===== config.mk =====
export PLATFORM = sky130hd
export DESIGN_NAME = memory_bist_controller
export DESIGN_NICKNAME = d
export VERILOG_FILES = /design/src/rtl/memory_bist_controller_pkg.sv /design/src/rtl/bist_addr_counter.sv /design/src/rtl/memory_bist_controller.sv
export SDC_FILE = /design/constraint.sdc
export NUM_CORES = 1
export LEC_CHECK = 0
export CAP_MARGIN = 20
export CORE_MARGIN = 5
export CORE_UTILIZATION = 39
export CTS_CLUSTER_DIAMETER = 30
export DETAILED_ROUTE_END_ITERATION = 12
export GPL_ROUTABILITY_DRIVEN = 0
export PLACE_DENSITY = 0.86
export REMOVE_ABC_BUFFERS = 1
export SKIP_LAST_GASP = 1
export SLEW_MARGIN = 20
export SYNTH_ARGS = -nofsm -noshare
export SYNTH_HDL_FRONTEND = slang
export SYNTH_SLANG_ARGS = --single-unit

===== constraint.sdc =====
create_clock -name clock -period 2 [get_ports clock]
set_input_delay 0.6 -clock clock [delete_from_list [all_inputs] [get_ports clock]]
set_output_delay 0.6 -clock clock [all_outputs]
set_load 0.005 [all_outputs]

===== src/rtl/memory_bist_controller_pkg.sv =====
// rtl/memory_bist_controller_pkg.sv - shared FSM state type and size defaults for the memory BIST controller
package memory_bist_controller_pkg;

  localparam int DEPTH_DEFAULT  = 32;
  localparam int ADDR_W_DEFAULT = 5;
  localparam int DATA_W_DEFAULT = 32;

  // Mismatch counter width; the counter saturates at its all-ones value.
  localparam int FAIL_COUNT_W = 7;
  localparam logic [FAIL_COUNT_W-1:0] FAIL_COUNT_MAX = '1;

  typedef enum logic [2:0] {
    IDLE,
    WRITE,
    READ,
    DRAIN,
    FINISH
  } state_t;

endpackage


===== src/rtl/bist_addr_counter.sv =====
// rtl/bist_addr_counter.sv - word address counter with clear, enable and terminal-count flag
module bist_addr_counter
  import memory_bist_controller_pkg::*;
#(
  parameter int DEPTH  = DEPTH_DEFAULT,
  parameter int ADDR_W = ADDR_W_DEFAULT
) (
  input  logic              clock,
  input  logic              reset,
  input  logic              clear,
  input  logic              enable,
  output logic [ADDR_W-1:0] count,
  output logic              terminal
);

  assign terminal = (count == ADDR_W'(DEPTH - 1));

  // Step one word per enabled cycle, wrapping to 0 after the last word.
  always_ff @(posedge clock) begin
    if (reset || clear) begin
      count <= '0;
    end else if (enable) begin
      count <= terminal ? '0 : count + ADDR_W'(1);
    end
  end

endmodule


===== src/rtl/memory_bist_controller.sv =====
// rtl/memory_bist_controller.sv - memory BIST top (write/read-compare); BIST_INVERT_PASS_EN adds an inverted second pass
module memory_bist_controller
  import memory_bist_controller_pkg::*;
#(
  parameter int DEPTH  = DEPTH_DEFAULT,
  parameter int ADDR_W = ADDR_W_DEFAULT,
  parameter int DATA_W = DATA_W_DEFAULT
) (
  input  logic                    clock,
  input  logic                    reset,
  input  logic                    start,
  input  logic [DATA_W-1:0]       pattern,
  output logic [DATA_W-1:0]       mem_data,
  output logic [ADDR_W-1:0]       mem_address,
  output logic                    mem_rE,
  output logic                    mem_wE,
  input  logic [DATA_W-1:0]       mem_dataOut,
  output logic                    busy,
  output logic                    done,
  output logic                    pass,
  output logic [ADDR_W-1:0]       fail_address,
  output logic [FAIL_COUNT_W-1:0] fail_count
);

  state_t            state;
  state_t            state_next;
  logic [ADDR_W-1:0] addr;
  logic              addr_last;
  logic              addr_clear;
  logic              addr_enable;
  logic [DATA_W-1:0] seed;
  logic              rd_valid;
  logic [ADDR_W-1:0] rd_addr;
  logic              invert;
  logic              mismatch;
  logic              start_accept;

  // Word written at address a, and expected back from it; the second pass uses the complement.
  function automatic logic [DATA_W-1:0] expected_word(input logic [DATA_W-1:0] s,
                                                      input logic [ADDR_W-1:0] a,
                                                      input logic              inv);
    logic [DATA_W-1:0] w;
    w = s ^ DATA_W'(a);
    return inv ? ~w : w;
  endfunction

  bist_addr_counter #(
    .DEPTH (DEPTH),
    .ADDR_W(ADDR_W)
  ) u_addr_counter (
    .clock   (clock),
    .reset   (reset),
    .clear   (addr_clear),
    .enable  (addr_enable),
    .count   (addr),
    .terminal(addr_last)
  );

  assign start_accept = (state == IDLE) && start;
  assign busy         = (state == WRITE) || (state == READ) || (state == DRAIN);
  assign mismatch     = rd_valid && (mem_dataOut != expected_word(seed, rd_addr, invert));

  // FSM state register.
  always_ff @(posedge clock) begin
    if (reset) begin
      state <= IDLE;
    end else begin
      state <= state_next;
    end
  end

  // Next-state and memory strobes; address and data are held at 0 outside WRITE/READ.
  always_comb begin
    state_next  = state;
    addr_clear  = 1'b0;
    addr_enable = 1'b0;
    mem_wE      = 1'b0;
    mem_rE      = 1'b0;
    mem_address = '0;
    mem_data    = '0;
    case (state)
      IDLE: begin
        if (start) begin
          state_next = WRITE;
          addr_clear = 1'b1;
        end
      end
      WRITE: begin
        addr_enable = 1'b1;
        mem_wE      = 1'b1;
        mem_address = addr;
        mem_data    = expected_word(seed, addr, invert);
        if (addr_last) state_next = READ;
      end
      READ: begin
        addr_enable = 1'b1;
        mem_rE      = 1'b1;
        mem_address = addr;
        if (addr_last) state_next = DRAIN;
      end
      DRAIN: begin
`ifdef BIST_INVERT_PASS_EN
        if (!invert) begin
          state_next = WRITE;
          addr_clear = 1'b1;
        end else begin
          state_next = FINISH;
        end
`else
        state_next = FINISH;
`endif
      end
      FINISH: state_next = IDLE;
      default: state_next = IDLE;
    endcase
  end

`ifdef BIST_INVERT_PASS_EN
  // Second-pass flag: raised when the first DRAIN completes, dropped when a new run starts.
  always_ff @(posedge clock) begin
    if (reset || start_accept) begin
      invert <= 1'b0;
    end else if (state == DRAIN) begin
      invert <= 1'b1;
    end
  end
`else
  assign invert = 1'b0;
`endif

  // One-cycle read pipeline, seed capture, mismatch accounting and result flags.
  always_ff @(posedge clock) begin
    if (reset) begin
      seed         <= '0;
      rd_valid     <= 1'b0;
      rd_addr      <= '0;
      done         <= 1'b0;
      pass         <= 1'b0;
      fail_address <= '0;
      fail_count   <= '0;
    end else begin
      rd_valid <= (state == READ);
      rd_addr  <= addr;
      if (start_accept) begin
        seed         <= pattern;
        done         <= 1'b0;
        pass         <= 1'b0;
        fail_address <= '0;
        fail_count   <= '0;
      end else begin
        if (mismatch) begin
          if (fail_count == '0) fail_address <= rd_addr;
          if (fail_count != FAIL_COUNT_MAX) fail_count <= fail_count + FAIL_COUNT_W'(1);
        end
        if (state == FINISH) begin
          done <= 1'b1;
          pass <= (fail_count == '0);
        end
      end
    end
  end

endmodule


==> impl_metrics.json, run 1 <==
{
  "run_status": "finished, violations left",
  "violations": "negative setup slack",
  "crit_type": "register to register",
  "crit_chain": "xor2_2, xnor2_2, nand4_1, buf_4, or4_4, a31o_4",
  "post_synth_mux_area_share_pct": 2.99,
  "io_pins": 121,
  "worst_hold_path_type": "register to register",
  "synth_enable_flop_cells": 0,
  "synthArstFlopShare_pct": 0,
  "p_sw_mw": 0.728,
  "share_comb_of_total_power_pct": 17.6,
  "placement_rows": 32,
  "timing.setup.tns_ps": -735,
  "chipWidth_um": 98.0,
  "global_route_wire_length_before_repair_um": 16200,
  "detail_route.wl_per_cell_um": 16.0,
  "finalHoldViolCount": 0,
  "cts_buffer_count": 9,
  "synth-main-ff-cell": "dfxtp_1",
  "area_growth_pct": 67.2,
  "average_vias_per_placed_instance": 5.11,
  "ys_types": 37,
  "die_area_um2": 9590,
  "route.antenna.remaining_nets": 0,
  "filler_cell_count": 606,
  "drc": 0,
  "num_vias": 3296,
  "cpPeakStageDelay_ps": 540,
  "syn_inst": 377,
  "timing.critical_path.fanout_max": 5,
  "drt-initial-drc-count": 144,
  "timing.critical_path.required_ps": 2230,
  "pin_count_of_the_biggest_net_entering_global_routing": 38,
  "finClkSkew_ps": 7.74,
  "synth_xor_area_share_pct": 12.2,
  "setup_violations": 27,
  "netlist_area_um2": 3020,
  "cts_max_level": 3,
  "postSynthRegisterBits": 60,
  "layout-drive-gt1-share_pct": 36.5,
  "synth_largest_area_cell": "dfxtp_1",
  "finalNetCount": 609,
  "p_clk_share_pct": 35.1,
  "count_of_input_and_output_buffers": 120,
  "synth_area_in_compound_gates_pct": 9.83,
  "clkSlewWorstSetupHoldPaths_ps": 70,
  "setup.worst_path.start_class": "register",
  "fin_total_pwr_mw": 2.70,
  "drv.max_cap_violation_count": 0,
  "hpwlAfterDp_um": 7090,
  "critical_path_arrival_ps": 2320,
  "synth_top_family_by_area": "simple AND/OR/NAND/NOR gates",
  "core_area_um2": 7650,
  "yosys.cell_count.top_type": "nand2_1",
  "first_global_vias": 3343,
  "cts_tree": "built",
  "drt_wl_total_um": 10300,
  "floorplan.initialDensity_pct": 39.4,
  "post_synth_and_or_nand_nor_area_fraction_pct": 29.8,
  "ctsRootBufferMaster": "clkbuf_8",
  "total_track_usage_pct": 20.6,
  "tritoncts_num_sinks": 60,
  "path_buf_inv": 1,
  "max-vdd-ir-drop_mv": 0.352,
  "synth.area.top_cells": "dfxtp_1 40%, nand2_1 10%, xor2_1 9.3%, a21oi_1 7.0%, and3_1 6.2%",
  "layout_min_cycle_time_ps": 2080,
  "crit_path_top_delay_cell": "or4_4",
  "layout_worst_path_cycle_share_pct": 104,
  "clock_latency_ps": 340,
  "die_height_um": 98.0,
  "detailedRoute.firstPassIterationCount": 4,
  "timing_max_transition_violations_final": 0,
  "synthAdderAreaFrac_pct": 1.66,
  "powerDensity_nw_per_um2": 535,
  "netlist.area_leader.share_pct": 39.8,
  "seq_power_share_pct": 47.3,
  "rsz0062_at_grt": "yes",
  "ys_warn_count": 0,
  "clock_path_buffers": 2,
  "power_switching_share_pct": 27.0,
  "initial_antenna_violation_count": 0,
  "fin_worst_hold_slack_ps": 458,
  "slew_headroom_pct": 67.5,
  "fmax_ghz": 0.480,
  "power_leakage_nw": 2.20,
  "worstSetupEndpointType": "register",
  "worst-slew-pin-transition_ps": 483,
  "grt.overflow.total": 0,
  "internal_power_mw": 1.97,
  "fin_ws_ps": -82.9,
  "critical_path.top_delay_family": "simple AND/OR/NAND/NOR gates",
  "antenna-diode-count": 0,
  "yosys-top-cells-count": "84 x nand2_1, 60 x dfxtp_1, 42 x a21oi_1",
  "avgSynthCellArea_um2": 8.00,
  "minimum_setup_slack_after_placement_ps": -817,
  "synth.yosys.seq_area_share_pct": 39.8,
  "hold_fix_buffers_cts": 0
}
power groups by stage:
stage	Sequential (mW)	Combinational (mW)	Clock, mW
after floorplan	1.30	0.168	0
after global placement	1.30	0.445	0
after detailed placement	1.30	0.455	0
after CTS	1.28	0.443	0.966
after global routing	1.28	0.516	1.03
final	1.28	0.475	0.947
through the flow:
step,instances,cell area [um^2],util (%)
2_1_floorplan,354,2920,-
3_3_place_gp,612,4540,59.4
3_5_place_dp,612,4540,59.4
4_1_cts,645,4870,63.7
5_1_grt,645,5040,66.0
6_report,645,5040,66.0
cell type report:
| cell class | instances | area [um^2] | share of cell area, % |
|---|---|---|---|
| tap | 102 | 128 | 2.53 |
| clock buffer | 11 | 141 | 2.80 |
| multi-input combinational | 290 | 2030 | 40.3 |
| clock inverter | 5 | 27.5 | 0.546 |
| inverter | 5 | 18.8 | 0.372 |
| sequential | 60 | 1220 | 24.3 |
| timing repair buffer | 172 | 1470 | 29.2 |
cell usage in the layout, fill, tap and decap left out, types with 4 or more instances in the layout:
master and count:
a21oi_1 39, and3_1 14, and3_4 17, buf_12 4
buf_2 44, buf_4 38, buf_6 22, clkbuf_8 10
clkdlybuf4s15_1 6, clkdlybuf4s50_1 48, clkinv_2 4, dfxtp_1 52
dfxtp_4 5, dlygate4sd2_1 5, ha_1 4, inv_1 4
mux2i_1 9, nand2_1 83, nand3_1 4, nor2_1 12
nor2_4 4, nor2b_1 10, nor3_1 4, nor4_2 5
xnor2_1 9, xor2_1 26, xor2_2 6
tightest hold or removal path, delay by kind of cell (launching register included):
kind,cells,cell delay (ps)
and+or+nand+nor,1,50
AOI/OAI and AO/OA,1,50
DFF,1,310
what timing repair did:
item | CTS | global route
setup endpoints to repair | 52 | 49
gates cloned | 3 | 1
gates resized for setup | 249 | 116
pin swaps | 33 | 29
buffers inserted | 14 | 4
worst paths after layout:
check / start / to / slack, ps / cells after the start
setup / recovery: rd_addr[0] / fail_count[3] / -80 / 6
hold / removal: pass / pass / 460 / 2
setup reg to reg: rd_addr[0] / fail_count[3] / -80 / 6
hold reg to reg: pass / pass / 460 / 2
cell families (layout without fill, tap and decap cells):
| family | count (synthesis) | in the layout |
|---|---|---|
| buf+inv | 28 | 193 |
| flops | 60 | 60 |
| xor+xnor | 42 | 42 |
| mux | 9 | 9 |
| compound gates | 55 | 55 |
| simple gates | 179 | 180 |
| fa+ha+maj | 4 | 4 |
state kept, by name, indices dropped and copies added, names as in the netlist:
signal                cells
rd_addr                   5
state                     3
seed                     32
fail_count                7
done                      1
pass                      1
u_addr_counter.count      5
rd_valid                  1
fail_address              5
metal layers:
layer  routed length [um]  global-route usage, %  vias to the layer above
met5                    0                      0                        -
met4                  315                   8.84                        0
met3                  461                   4.57                       28
met2                 5390                   36.5                      121
met1                 4170                   23.7                     1554
li1                     -                      -                     1593
Power figures use the tool's default switching activity.
==> inputs of run 2 (changes only) <==
- CTS_CLUSTER_DIAMETER: 30 -> unset
==> results of run 2 <==
Final layout, timing and power as in run 1 (identical DEF).
